--- src/rtl/mmu_utlb.sv ---
// Address-translation unit: direct / DMW / paged translation through a private micro-TLB,
// walking the shared main-TLB search port on a miss. Optional MMU_UTLB_PERF_EN adds hit/miss counters.
module mmu_utlb #(
    parameter int ENTRIES  = 4,
    parameter int ASID_W   = 10,
    parameter int IS_FETCH = 0
) (
    input  logic              clk,
    input  logic              reset,
    input  logic              req_valid,
    output logic              req_ready,
    input  logic [31:0]       req_vaddr,
    input  logic              req_we,
    output logic              resp_valid,
    input  logic              resp_ready,
    output logic [31:0]       resp_paddr,
    output logic [1:0]        resp_mat,
    output logic [2:0]        resp_exc,
    input  logic [31:0]       csr_crmd,
    input  logic [31:0]       csr_asid,
    input  logic [31:0]       csr_dmw0,
    input  logic [31:0]       csr_dmw1,
    input  logic              utlb_flush,
    output logic [18:0]       s_vppn,
    output logic              s_va_bit12,
    output logic [ASID_W-1:0] s_asid,
    input  logic              s_found,
    input  logic [19:0]       s_ppn,
    input  logic [5:0]        s_ps,
    input  logic [1:0]        s_plv,
    input  logic [1:0]        s_mat,
    input  logic              s_d,
    input  logic              s_v,
    input  logic              s_g
`ifdef MMU_UTLB_PERF_EN
    ,
    output logic [31:0]       perf_hit,
    output logic [31:0]       perf_miss
`endif
);
    // Handshakes: a request transfers on a cycle where req_valid & req_ready; a response
    // transfers on a cycle where resp_valid & resp_ready, and resp_* hold steady until then.
    localparam int IDX_W = (ENTRIES > 1) ? $clog2(ENTRIES) : 1;

    localparam logic [2:0] EXC_NONE = 3'd0;
    localparam logic [2:0] EXC_TLBR = 3'd1;
    localparam logic [2:0] EXC_PIF  = 3'd2;
    localparam logic [2:0] EXC_PIL  = 3'd3;
    localparam logic [2:0] EXC_PIS  = 3'd4;
    localparam logic [2:0] EXC_PPI  = 3'd5;
    localparam logic [2:0] EXC_PME  = 3'd6;

    typedef enum logic [1:0] {S_IDLE, S_LOOK, S_WALK, S_RESP} state_t;
    state_t state, state_nx;

    // Request context captured at acceptance
    logic [31:0]       lat_vaddr;
    logic              lat_we;
    logic [1:0]        lat_plv;
    logic              lat_da, lat_pg;
    logic [1:0]        lat_datf;
    logic [2:0]        lat_d0_vseg, lat_d0_pseg, lat_d1_vseg, lat_d1_pseg;
    logic [1:0]        lat_d0_mat, lat_d1_mat;
    logic [3:0]        lat_d0_plv, lat_d1_plv;
    logic [ASID_W-1:0] lat_asid;

    logic [31:0] res_paddr;
    logic [1:0]  res_mat;
    logic [2:0]  res_exc;

    logic [ENTRIES-1:0] ent_valid;
    logic [19:0]        ent_tag  [ENTRIES];
    logic               ent_2m   [ENTRIES];
    logic [ASID_W-1:0]  ent_asid [ENTRIES];
    logic               ent_g    [ENTRIES];
    logic [19:0]        ent_ppn  [ENTRIES];
    logic [1:0]         ent_plv  [ENTRIES];
    logic [1:0]         ent_mat  [ENTRIES];
    logic               ent_d    [ENTRIES];
    logic [IDX_W-1:0]   rr_ptr;

    logic unused_csr;
    assign unused_csr = ^{csr_crmd[31:7], csr_crmd[2], csr_asid,
                          csr_dmw0[28], csr_dmw0[24:6], csr_dmw1[28], csr_dmw1[24:6]};

    logic direct, dmw0_hit, dmw1_hit;
    assign direct   = lat_da & ~lat_pg;
    assign dmw0_hit = (lat_vaddr[31:29] == lat_d0_vseg) & lat_d0_plv[lat_plv];
    assign dmw1_hit = (lat_vaddr[31:29] == lat_d1_vseg) & lat_d1_plv[lat_plv];

    logic [ENTRIES-1:0] ent_match;
    logic               utlb_hit, has_inv;
    logic [IDX_W-1:0]   hit_idx, inv_idx, victim;

    always_comb begin
        ent_match = '0;
        for (int i = 0; i < ENTRIES; i++) begin
            ent_match[i] = ent_valid[i]
                & (ent_2m[i] ? (ent_tag[i][19:9] == lat_vaddr[31:21]) : (ent_tag[i] == lat_vaddr[31:12]))
                & (ent_g[i] | (ent_asid[i] == lat_asid));
        end
    end

    // Downward scans so the lowest index wins both the hit and the free-slot search
    always_comb begin
        utlb_hit = 1'b0;
        hit_idx  = '0;
        has_inv  = 1'b0;
        inv_idx  = '0;
        for (int i = ENTRIES - 1; i >= 0; i--) begin
            if (ent_match[i]) begin
                utlb_hit = 1'b1;
                hit_idx  = IDX_W'(i);
            end
            if (!ent_valid[i]) begin
                has_inv = 1'b1;
                inv_idx = IDX_W'(i);
            end
        end
        victim = has_inv ? inv_idx : rr_ptr;
    end

    logic        look_done;
    logic [31:0] look_paddr;
    logic [1:0]  look_mat;
    logic [2:0]  look_exc;

    always_comb begin
        look_done  = 1'b1;
        look_paddr = lat_vaddr;
        look_mat   = 2'd0;
        look_exc   = EXC_NONE;
        if (direct) begin
            look_mat = lat_datf;
        end else if (dmw0_hit) begin
            look_paddr = {lat_d0_pseg, lat_vaddr[28:0]};
            look_mat   = lat_d0_mat;
        end else if (dmw1_hit) begin
            look_paddr = {lat_d1_pseg, lat_vaddr[28:0]};
            look_mat   = lat_d1_mat;
        end else if (utlb_hit) begin
            look_paddr = ent_2m[hit_idx] ? {ent_ppn[hit_idx][19:9], lat_vaddr[20:0]}
                                         : {ent_ppn[hit_idx], lat_vaddr[11:0]};
            look_mat   = ent_mat[hit_idx];
            if (lat_plv > ent_plv[hit_idx])
                look_exc = EXC_PPI;
            else if (lat_we && !ent_d[hit_idx])
                look_exc = EXC_PME;
        end else begin
            look_done = 1'b0;
        end
    end

    logic        ps_ok, walk_2m, fill_en;
    logic [31:0] walk_paddr;
    logic [2:0]  walk_exc;

    assign ps_ok   = (s_ps == 6'd12) || (s_ps == 6'd21);
    assign walk_2m = (s_ps == 6'd21);
    assign fill_en = (state == S_WALK) & s_found & s_v & ps_ok & ~utlb_flush;

    always_comb begin
        walk_paddr = walk_2m ? {s_ppn[19:9], lat_vaddr[20:0]} : {s_ppn, lat_vaddr[11:0]};
        walk_exc   = EXC_NONE;
        if (!s_found || !ps_ok)
            walk_exc = EXC_TLBR;
        else if (!s_v)
            walk_exc = (IS_FETCH != 0) ? EXC_PIF : (lat_we ? EXC_PIS : EXC_PIL);
        else if (lat_plv > s_plv)
            walk_exc = EXC_PPI;
        else if (lat_we && !s_d)
            walk_exc = EXC_PME;
    end

    always_comb begin
        state_nx   = state;
        req_ready  = (state == S_IDLE);
        resp_valid = 1'b0;
        unique case (state)
            S_IDLE: if (req_valid) state_nx = S_LOOK;
            S_LOOK: begin
                if (look_done) begin
                    resp_valid = 1'b1;
                    state_nx   = resp_ready ? S_IDLE : S_RESP;
                end else begin
                    state_nx = S_WALK;
                end
            end
            S_WALK: state_nx = S_RESP;
            S_RESP: begin
                resp_valid = 1'b1;
                if (resp_ready) state_nx = S_IDLE;
            end
            default: state_nx = S_IDLE;
        endcase
    end

    assign resp_paddr = (state == S_LOOK && look_done) ? look_paddr : res_paddr;
    assign resp_mat   = (state == S_LOOK && look_done) ? look_mat   : res_mat;
    assign resp_exc   = (state == S_LOOK && look_done) ? look_exc   : res_exc;

    assign s_vppn     = lat_vaddr[31:13];
    assign s_va_bit12 = lat_vaddr[12];
    assign s_asid     = lat_asid;

    always_ff @(posedge clk) begin
        if (reset) begin
            state       <= S_IDLE;
            lat_vaddr   <= '0;
            lat_we      <= 1'b0;
            lat_plv     <= '0;
            lat_da      <= 1'b0;
            lat_pg      <= 1'b0;
            lat_datf    <= '0;
            lat_d0_vseg <= '0;
            lat_d0_pseg <= '0;
            lat_d0_mat  <= '0;
            lat_d0_plv  <= '0;
            lat_d1_vseg <= '0;
            lat_d1_pseg <= '0;
            lat_d1_mat  <= '0;
            lat_d1_plv  <= '0;
            lat_asid    <= '0;
            res_paddr   <= '0;
            res_mat     <= '0;
            res_exc     <= EXC_NONE;
            ent_valid   <= '0;
            rr_ptr      <= '0;
        end else begin
            state <= state_nx;
            if (state == S_IDLE && req_valid) begin
                lat_vaddr   <= req_vaddr;
                lat_we      <= req_we;
                lat_plv     <= csr_crmd[1:0];
                lat_da      <= csr_crmd[3];
                lat_pg      <= csr_crmd[4];
                lat_datf    <= csr_crmd[6:5];
                lat_d0_vseg <= csr_dmw0[31:29];
                lat_d0_pseg <= csr_dmw0[27:25];
                lat_d0_mat  <= csr_dmw0[5:4];
                lat_d0_plv  <= csr_dmw0[3:0];
                lat_d1_vseg <= csr_dmw1[31:29];
                lat_d1_pseg <= csr_dmw1[27:25];
                lat_d1_mat  <= csr_dmw1[5:4];
                lat_d1_plv  <= csr_dmw1[3:0];
                lat_asid    <= csr_asid[ASID_W-1:0];
            end
            if (state == S_LOOK && look_done) begin
                res_paddr <= look_paddr;
                res_mat   <= look_mat;
                res_exc   <= look_exc;
            end
            if (state == S_WALK) begin
                res_paddr <= walk_paddr;
                res_mat   <= s_mat;
                res_exc   <= walk_exc;
            end
            // A flush on the fill edge wins; the response above is still taken from the search
            if (utlb_flush)
                ent_valid <= '0;
            else if (fill_en)
                ent_valid[victim] <= 1'b1;
            if (fill_en)
                rr_ptr <= rr_ptr + IDX_W'(1);
        end
    end

    always_ff @(posedge clk) begin
        if (fill_en) begin
            ent_tag[victim]  <= lat_vaddr[31:12];
            ent_2m[victim]   <= walk_2m;
            ent_asid[victim] <= lat_asid;
            ent_g[victim]    <= s_g;
            ent_ppn[victim]  <= s_ppn;
            ent_plv[victim]  <= s_plv;
            ent_mat[victim]  <= s_mat;
            ent_d[victim]    <= s_d;
        end
    end

`ifdef MMU_UTLB_PERF_EN
    logic paged_look;
    assign paged_look = (state == S_LOOK) & ~direct & ~dmw0_hit & ~dmw1_hit;

    always_ff @(posedge clk) begin
        if (reset) begin
            perf_hit  <= '0;
            perf_miss <= '0;
        end else begin
            if (paged_look && utlb_hit && perf_hit != 32'hFFFF_FFFF)
                perf_hit <= perf_hit + 32'd1;
            if (paged_look && !utlb_hit && perf_miss != 32'hFFFF_FFFF)
                perf_miss <= perf_miss + 32'd1;
        end
    end
`endif

endmodule

--- config.mk ---
export PLATFORM = sky130hd
export DESIGN_NAME = mmu_utlb
export DESIGN_NICKNAME = d
export VERILOG_FILES = /design/src/rtl/mmu_utlb.sv
export SDC_FILE = /design/constraint.sdc
export NUM_CORES = 1
export LEC_CHECK = 0
export BUFFER_PORTS_ARGS = -buffer_cell sky130_fd_sc_hd__buf_2
export CORE_MARGIN = 2
export CORE_UTILIZATION = 59
export DETAILED_ROUTE_END_ITERATION = 16
export PLACE_DENSITY_LB_ADDON = 0.08
export SETUP_SLACK_MARGIN = 0.05
export SLEW_MARGIN = 40
export SYNTH_ARGS = -nofsm -noshare
export SYNTH_HDL_FRONTEND = slang
export SYNTH_SLANG_ARGS = --single-unit
--- constraint.sdc ---
create_clock -name clk -period 9.6 [get_ports clk]
set_input_delay 0.48 -clock clk [delete_from_list [all_inputs] [get_ports clk]]
set_output_delay 0.48 -clock clk [all_outputs]
set_load 0.005 [all_outputs]
; ---- After elaboration in Yosys (flattened, before gate mapping)
; Memories as Yosys holds them, arrays and structs flattened.
; Cells that the tools add are included.
[op_classes]
add_sub_neg = 1
magnitude_cmp = 5
reduce_logical = 14
eq_ne = 21
n_bitwise = 22
muxes = 67
[ops]
columns = op, n
row1 = two-way mux 32 bit, 6
row2 = equality test 20 bit, 4
row3 = equality test 11 bit, 4
row4 = two-way mux 21 bit, 2
row5 = equality test 10 bit, 4
row6 = two-way mux 3 bit, 13
row7 = two-way mux 2 bit, 19
row8 = two-way mux 1 bit, 22
row9 = bitwise AND 1 bit, 15
row10 = case mux 2 bit (4 select lines), 1
row11 = equality test 3 bit, 2
row12 = "equality test 6 x 4 -> 1 bit, second input constant", 1
row13 = "equality test 6 x 5 -> 1 bit, second input constant", 1
row14 = "< comparator 2 x 3 -> 1 bit, second input constant", 2
row15 = logical AND 1 bit, 5
row16 = binary-select mux 1 bit (select 2 bit), 2
row17 = "equality test 2 bit, second input constant", 2
row18 = > comparator 2 bit, 2
row19 = logical NOT 1 bit, 4
row20 = "!= test 2 bit, second input constant", 2
row21 = bitwise OR 1 bit, 4
row22 = bitwise OR 4 bit, 1
row23 = "adder 2 x 1 -> 2 bit, second input constant", 1
row24 = demux 1 bit (select 2 bit), 1
row25 = other kinds (8), 10
[totals]
ff_bits = 118
n_memories = 8
ram_bits = 228
out_inout_bits = 69
word_cells = 159
inputBits = 200
[mem_list]
columns = name, words, width, read_ports, rd_ports_with_merged_regs, write_ports, line_no
row1 = ent_ppn, 4, 20, 1, 0, 1, 76  ; logic [19:0] ent_ppn [ENTRIES];
row2 = ent_tag, 4, 20, 4, 0, 1, 72  ; logic [19:0] ent_tag [ENTRIES];
row3 = ent_asid, 4, 10, 4, 0, 1, 74  ; logic [ASID_W-1:0] ent_asid [ENTRIES];
row4 = ent_mat, 4, 2, 1, 0, 1, 78  ; logic [1:0] ent_mat [ENTRIES];
row5 = ent_plv, 4, 2, 1, 0, 1, 77  ; logic [1:0] ent_plv [ENTRIES];
row6 = ent_2m, 4, 1, 5, 0, 1, 73  ; logic ent_2m [ENTRIES];
row7 = 2 more memories, --, --, --, --, --, --

; ---- Logic depth before layout (Yosys ltp)
; An unclocked memory read counts as a cell.
[logic_depth]
ltp_word = 19
depth_mapped = 18

; ---- Worst setup path after synthesis
; OpenSTA, ideal clock, no wires.
[synth_path]
kind = input port to flip-flop
from = input port s_ps[1]
to = memory ent_2m[3], enable pin
stages = 5
setup_slack_ns = 5.088
arrival_time_ns = 4.038
n_path_buf = 0
required_time_ns = 9.126
setup_ns = 0.474
cell_sequence = nor3b_1 o2111a_1 nor3b_1 nand3_1 nor2_1
[synth_via]
elab_chain_cells = 6
[synth_rtl]
columns = item, line_no
row1 = from (decl), 29  ; input logic [5:0] s_ps,
row2 = equality test 6 x 4 -> 1 bit or equality test 6 x 5 -> 1 bit (tied branches), 158  ; assign ps_ok = (s_ps == 6'd12) || (s_ps == 6'd21);
row3 = logical OR 1 bit (*), 158
row4 = bitwise AND 1 bit (*) (2 in series), 160  ; assign fill_en = (state == S_WALK) & s_found & s_v & ps_ok & ~utlb_flush;
row5 = two-way mux 1 bit (*), 269  ; if (fill_en) begin
row6 = two-way mux 1 bit (not written as such) (*), 271  ; ent_2m[victim] <= walk_2m;
row7 = to (decl), 73
; Every way passes the cells marked *; elsewhere a longest branch is shown, timed or not.

; ---- Final worst setup path
[layout_path]
from = register lat_vaddr[14]
to = output port resp_exc[1]
[layout_via]
elab_chain_cells = 18
[layout_rtl]
columns = item, line_no
row1 = from (decl), 57  ; logic [31:0] lat_vaddr;
row2 = from (signal assigned), 232  ; lat_vaddr <= req_vaddr;
row3 = equality test 20 bit, 99  ; & (ent_2m[i] ? (ent_tag[i][19:9] == lat_vaddr[31:21]) : (ent_tag[i] == lat_vaddr[31:12]))
row4 = two-way mux 1 bit, 99
row5 = bitwise AND 1 bit, 99
row6 = bitwise AND 1 bit, 100  ; & (ent_g[i] | (ent_asid[i] == lat_asid));
row7 = two-way mux 2 bit (4 in series), 111  ; if (ent_match[i]) begin
row8 = memory (4 x 1 bit), --
row9 = logical NOT 1 bit, 147  ; else if (lat_we && !ent_d[hit_idx])
row10 = logical AND 1 bit, 147
row11 = two-way mux 3 bit, 147
row12 = two-way mux 3 bit, 145  ; if (lat_plv > ent_plv[hit_idx])
row13 = two-way mux 3 bit, 141  ; end else if (utlb_hit) begin
row14 = two-way mux 3 bit, 138  ; end else if (dmw1_hit) begin
row15 = two-way mux 3 bit, 135  ; end else if (dmw0_hit) begin
row16 = two-way mux 3 bit, 133  ; if (direct) begin
row17 = two-way mux 3 bit (*), --
row18 = to (decl), 18  ; output logic [2:0] resp_exc,
; Marks and branches as above.

==> results.json <==
{
  "path_cells": "xnor2_1 -> nand4_1 -> nor4_1 -> o221a_2 -> nor2_1 -> o21ai_4 -> buf_4 -> mux2_2 -> o21ai_1 -> ha_1 -> nor2b_1 -> o21ai_0 -> and2_1 -> nand4_1 -> nand2_1 -> buf_2",
  "synthesis.instances": 1253,
  "cts-buffers-inserted": 36,
  "ys.flop_type": "edfxtp_1",
  "cp_max_fo": 42,
  "clock-root-buffer": "clkbuf_16",
  "hpwl_mm": 21.4,
  "reg2reg_slack_ps": 4750,
  "synth_fa_ha_area_share_pct": 0.337,
  "syn_to_final_growth_pct": 14.4,
  "critPathKind": "flop to output pin",
  "viasPerCell": 5.73,
  "portBuffers": 180,
  "path_clk_slew_ps": 60,
  "yosys.area_share.simple_pct": 11.1,
  "wire_per_inst_um": 19.5,
  "final_cell_mix": "edfxtp_1 (228), nand2_1 (192), buf_2 (179)",
  "synth_seq_area_share_pct": 62.0,
  "r2r_start": "lat_vaddr[14]",
  "ys_ff_latch": 346,
  "wirelength_mm": 33.9,
  "num_antenna_cells": 0,
  "cap_violations": 0,
  "antenna_found_initial": 1,
  "skew_ps": 13.5,
  "synthXorXnorAreaFrac_pct": 7.54,
  "grt_pass1_vias": 9551,
  "core_um2": 25000,
  "synth.net_count": 1457,
  "synth.area.mux_share_pct": 5.57,
  "cp.arrival_ps": 5400,
  "top_level_ports": 269,
  "r2r_end": "res_exc[0]",
  "synth_edf_count": 228,
  "gp_routability_congestion": 0.840,
  "hold_end": "state[0]",
  "clock_latency_ps": 510,
  "worstMarginPinSlew_ps": 831,
  "hold_buffers": 0,
  "post-cts-setup-buffers": 0,
  "layout-drive-gt1-share_pct": 21.0,
  "synth_top_family_by_area": "simple AND/OR/NAND/NOR gates",
  "grt_remaining_overflow": 0,
  "clockBufferDepth": 3,
  "dieArea_um2": 26500,
  "grt_max_degree": 101,
  "cts_tree": "yes",
  "rsz0062_at_grt": "no",
  "drv_slew": 0,
  "cts_sinks": 346,
  "synth_cell_type_count": 66,
  "htreeDepth": 2,
  "finalHoldViolations": 0,
  "die_y_um": 163,
  "die_x_um": 163,
  "slew_headroom_pct": 44.6,
  "nets": 1585,
  "first_iter_violations": 764,
  "tns_ps": 0,
  "avgSynthCellArea_um2": 11.9,
  "vias": 9955,
  "postLayoutCoreUtil_pct": 68.1,
  "min_path_type": "input port to flop",
  "firstDrtPassIters": 5,
  "hold-path-cell-count": 2,
  "yosys_warnings": 0,
  "end_kind": "output pin",
  "leakage_uw": 0.00648,
  "final_common_cell": "edfxtp_1",
  "ant_nets": 0,
  "grt.total_usage_pct": 25.6,
  "min_period_over_period_pct": 61.2,
  "drc_errors": 0,
  "ir_drop_uv": 167,
  "min-delay-start": "resp_ready",
  "cts_resized": 0,
  "setup_viol": 0,
  "setup.worst_path.start": "lat_vaddr[14]",
  "synth_compound_area_share_pct": 9.38,
  "start_util_pct": 59.5,
  "fmax_mhz": 170,
  "critPathRequiredTime_ps": 9120,
  "status": "finished, final reports clean",
  "grt_pass1_wl_mm": 52.2,
  "p_per_area_nw_per_um2": 199,
  "cpMaxStageDelayCell": "dfxtp_1",
  "reg2reg_depth": 14,
  "rows": 58,
  "period_minus_slack_ps": 5880,
  "cp-start-kind": "flop",
  "cpPeakStageDelay_ps": 690,
  "synthesis.area_um2": 14900,
  "path_common_cell": "nand4_1",
  "synthArstFlopShare_pct": 0
}
## per-layer routing
layer	routed length (um)	part of all wire, %	track usage, %	vias up
met5	13	0.038	0	-
met1	15300	45	36.7	4811
li1	-	-	-	4743
met4	683	2.0	7.04	2
met2	15600	46	40.0	343
met3	2250	6.6	5.17	56
## cells by family (layout without fill, tap and decap cells)
kind of cell / Yosys count / in the layout
AOI/OAI and AO/OA: 214 / 214
xor gates and xnor gates: 128 / 128
adders and majority gates: 4 / 4
buffers and inverters: 116 / 270
DFF: 346 / 346
muxes: 76 / 76
and+or+nand+nor: 369 / 369
## registers in the layout, summed over array words and instances (netlist names), 8 cells and up, named ones only
signal	cells
ent_asid	40
ent_mat	8
ent_plv	8
ent_ppn	80
ent_tag	80
lat_vaddr	32
res_paddr	32
s_asid	10
## area by class of cell
class                      instances  area (um2)
clock inverter                    15         110
sequential                       346        9210
inverter                           8        30.0
tap                              330         413
clock buffer                      49        1040
multi-input combinational        791        5100
timing repair buffer             198        1100
fill                            1929        7960
## critical path, delay by kind of cell (launching register included)
family | cells | cell delay, ps
AOI/OAI and AO/OA | 4 | 1020
xor gates and xnor gates | 1 | 180
adders and majority gates | 1 | 260
buffers and inverters | 2 | 720
DFF | 1 | 690
muxes | 1 | 410
and+or+nand+nor | 7 | 1600
## power breakdown
part           internal [uW]  total (uW)  switching, uW
Sequential              1640        1700           60.8
Combinational            145         328            183
Clock                    790        1350            559
Total                   2570        3380            804
## through the flow
stage / hold WS (ps) / area [um2] / worst slack [ps] / power [uW] / cells
5_1_grt: 192 / 17000 / 3480 / 3500 / 1737
6_report: 185 / 17000 / 3720 / 3380 / 1737
4_1_cts: 162 / 16900 / 3680 / 3390 / 1734
3_3_place_gp: 439 / 15800 / 4240 / 2040 / 1669
2_1_floorplan: 433 / 14900 / 5090 / 1930 / 1253
3_5_place_dp: 446 / 15800 / 4230 / 2050 / 1670
## how the worst max path moves through the flow
| stage | endpoint | slack [ps] |
|---|---|---|
| after global routing | resp_exc[1] | 3480 |
| after floorplan | ent_2m[3] | 5090 |
| after CTS | resp_exc[1] | 3680 |
| final | resp_exc[1] | 3720 |
| after detailed placement | resp_exc[1] | 4230 |
| after global placement | resp_exc[1] | 4240 |
## cells in the mapped netlist (4+ instances only)
cell type,count,area share (%)
a21oi_1,91,3.1
a31oi_1,23,0.97
a311o_1,9,0.61
nand2_1,194,4.9
nand2b_1,4,0.17
nor2b_1,5,0.21
o221ai_1,4,0.24
edfxtp_1,228,46
o21a_1,8,0.40
xor2_1,66,3.9
nor3_1,34,1.1
xnor2_1,62,3.7
or3_1,11,0.46
a41oi_1,6,0.35
o2111a_1,9,0.68
mux2i_1,50,3.4
mux2_2,20,1.5
dfxtp_1,118,16
nor4_1,16,0.67
buf_6,4,0.30
o21ai_0,18,0.61
buf_2,27,0.91
a22oi_1,4,0.20
buf_4,31,1.6
nand3_1,14,0.47
nor2_1,62,1.6
o21ai_1,9,0.30
ha_1,4,0.34
nand4_1,14,0.59
inv_1,7,0.18
clkbuf_1,44,1.1
Note: power is estimated with default switching activity, not from simulation.
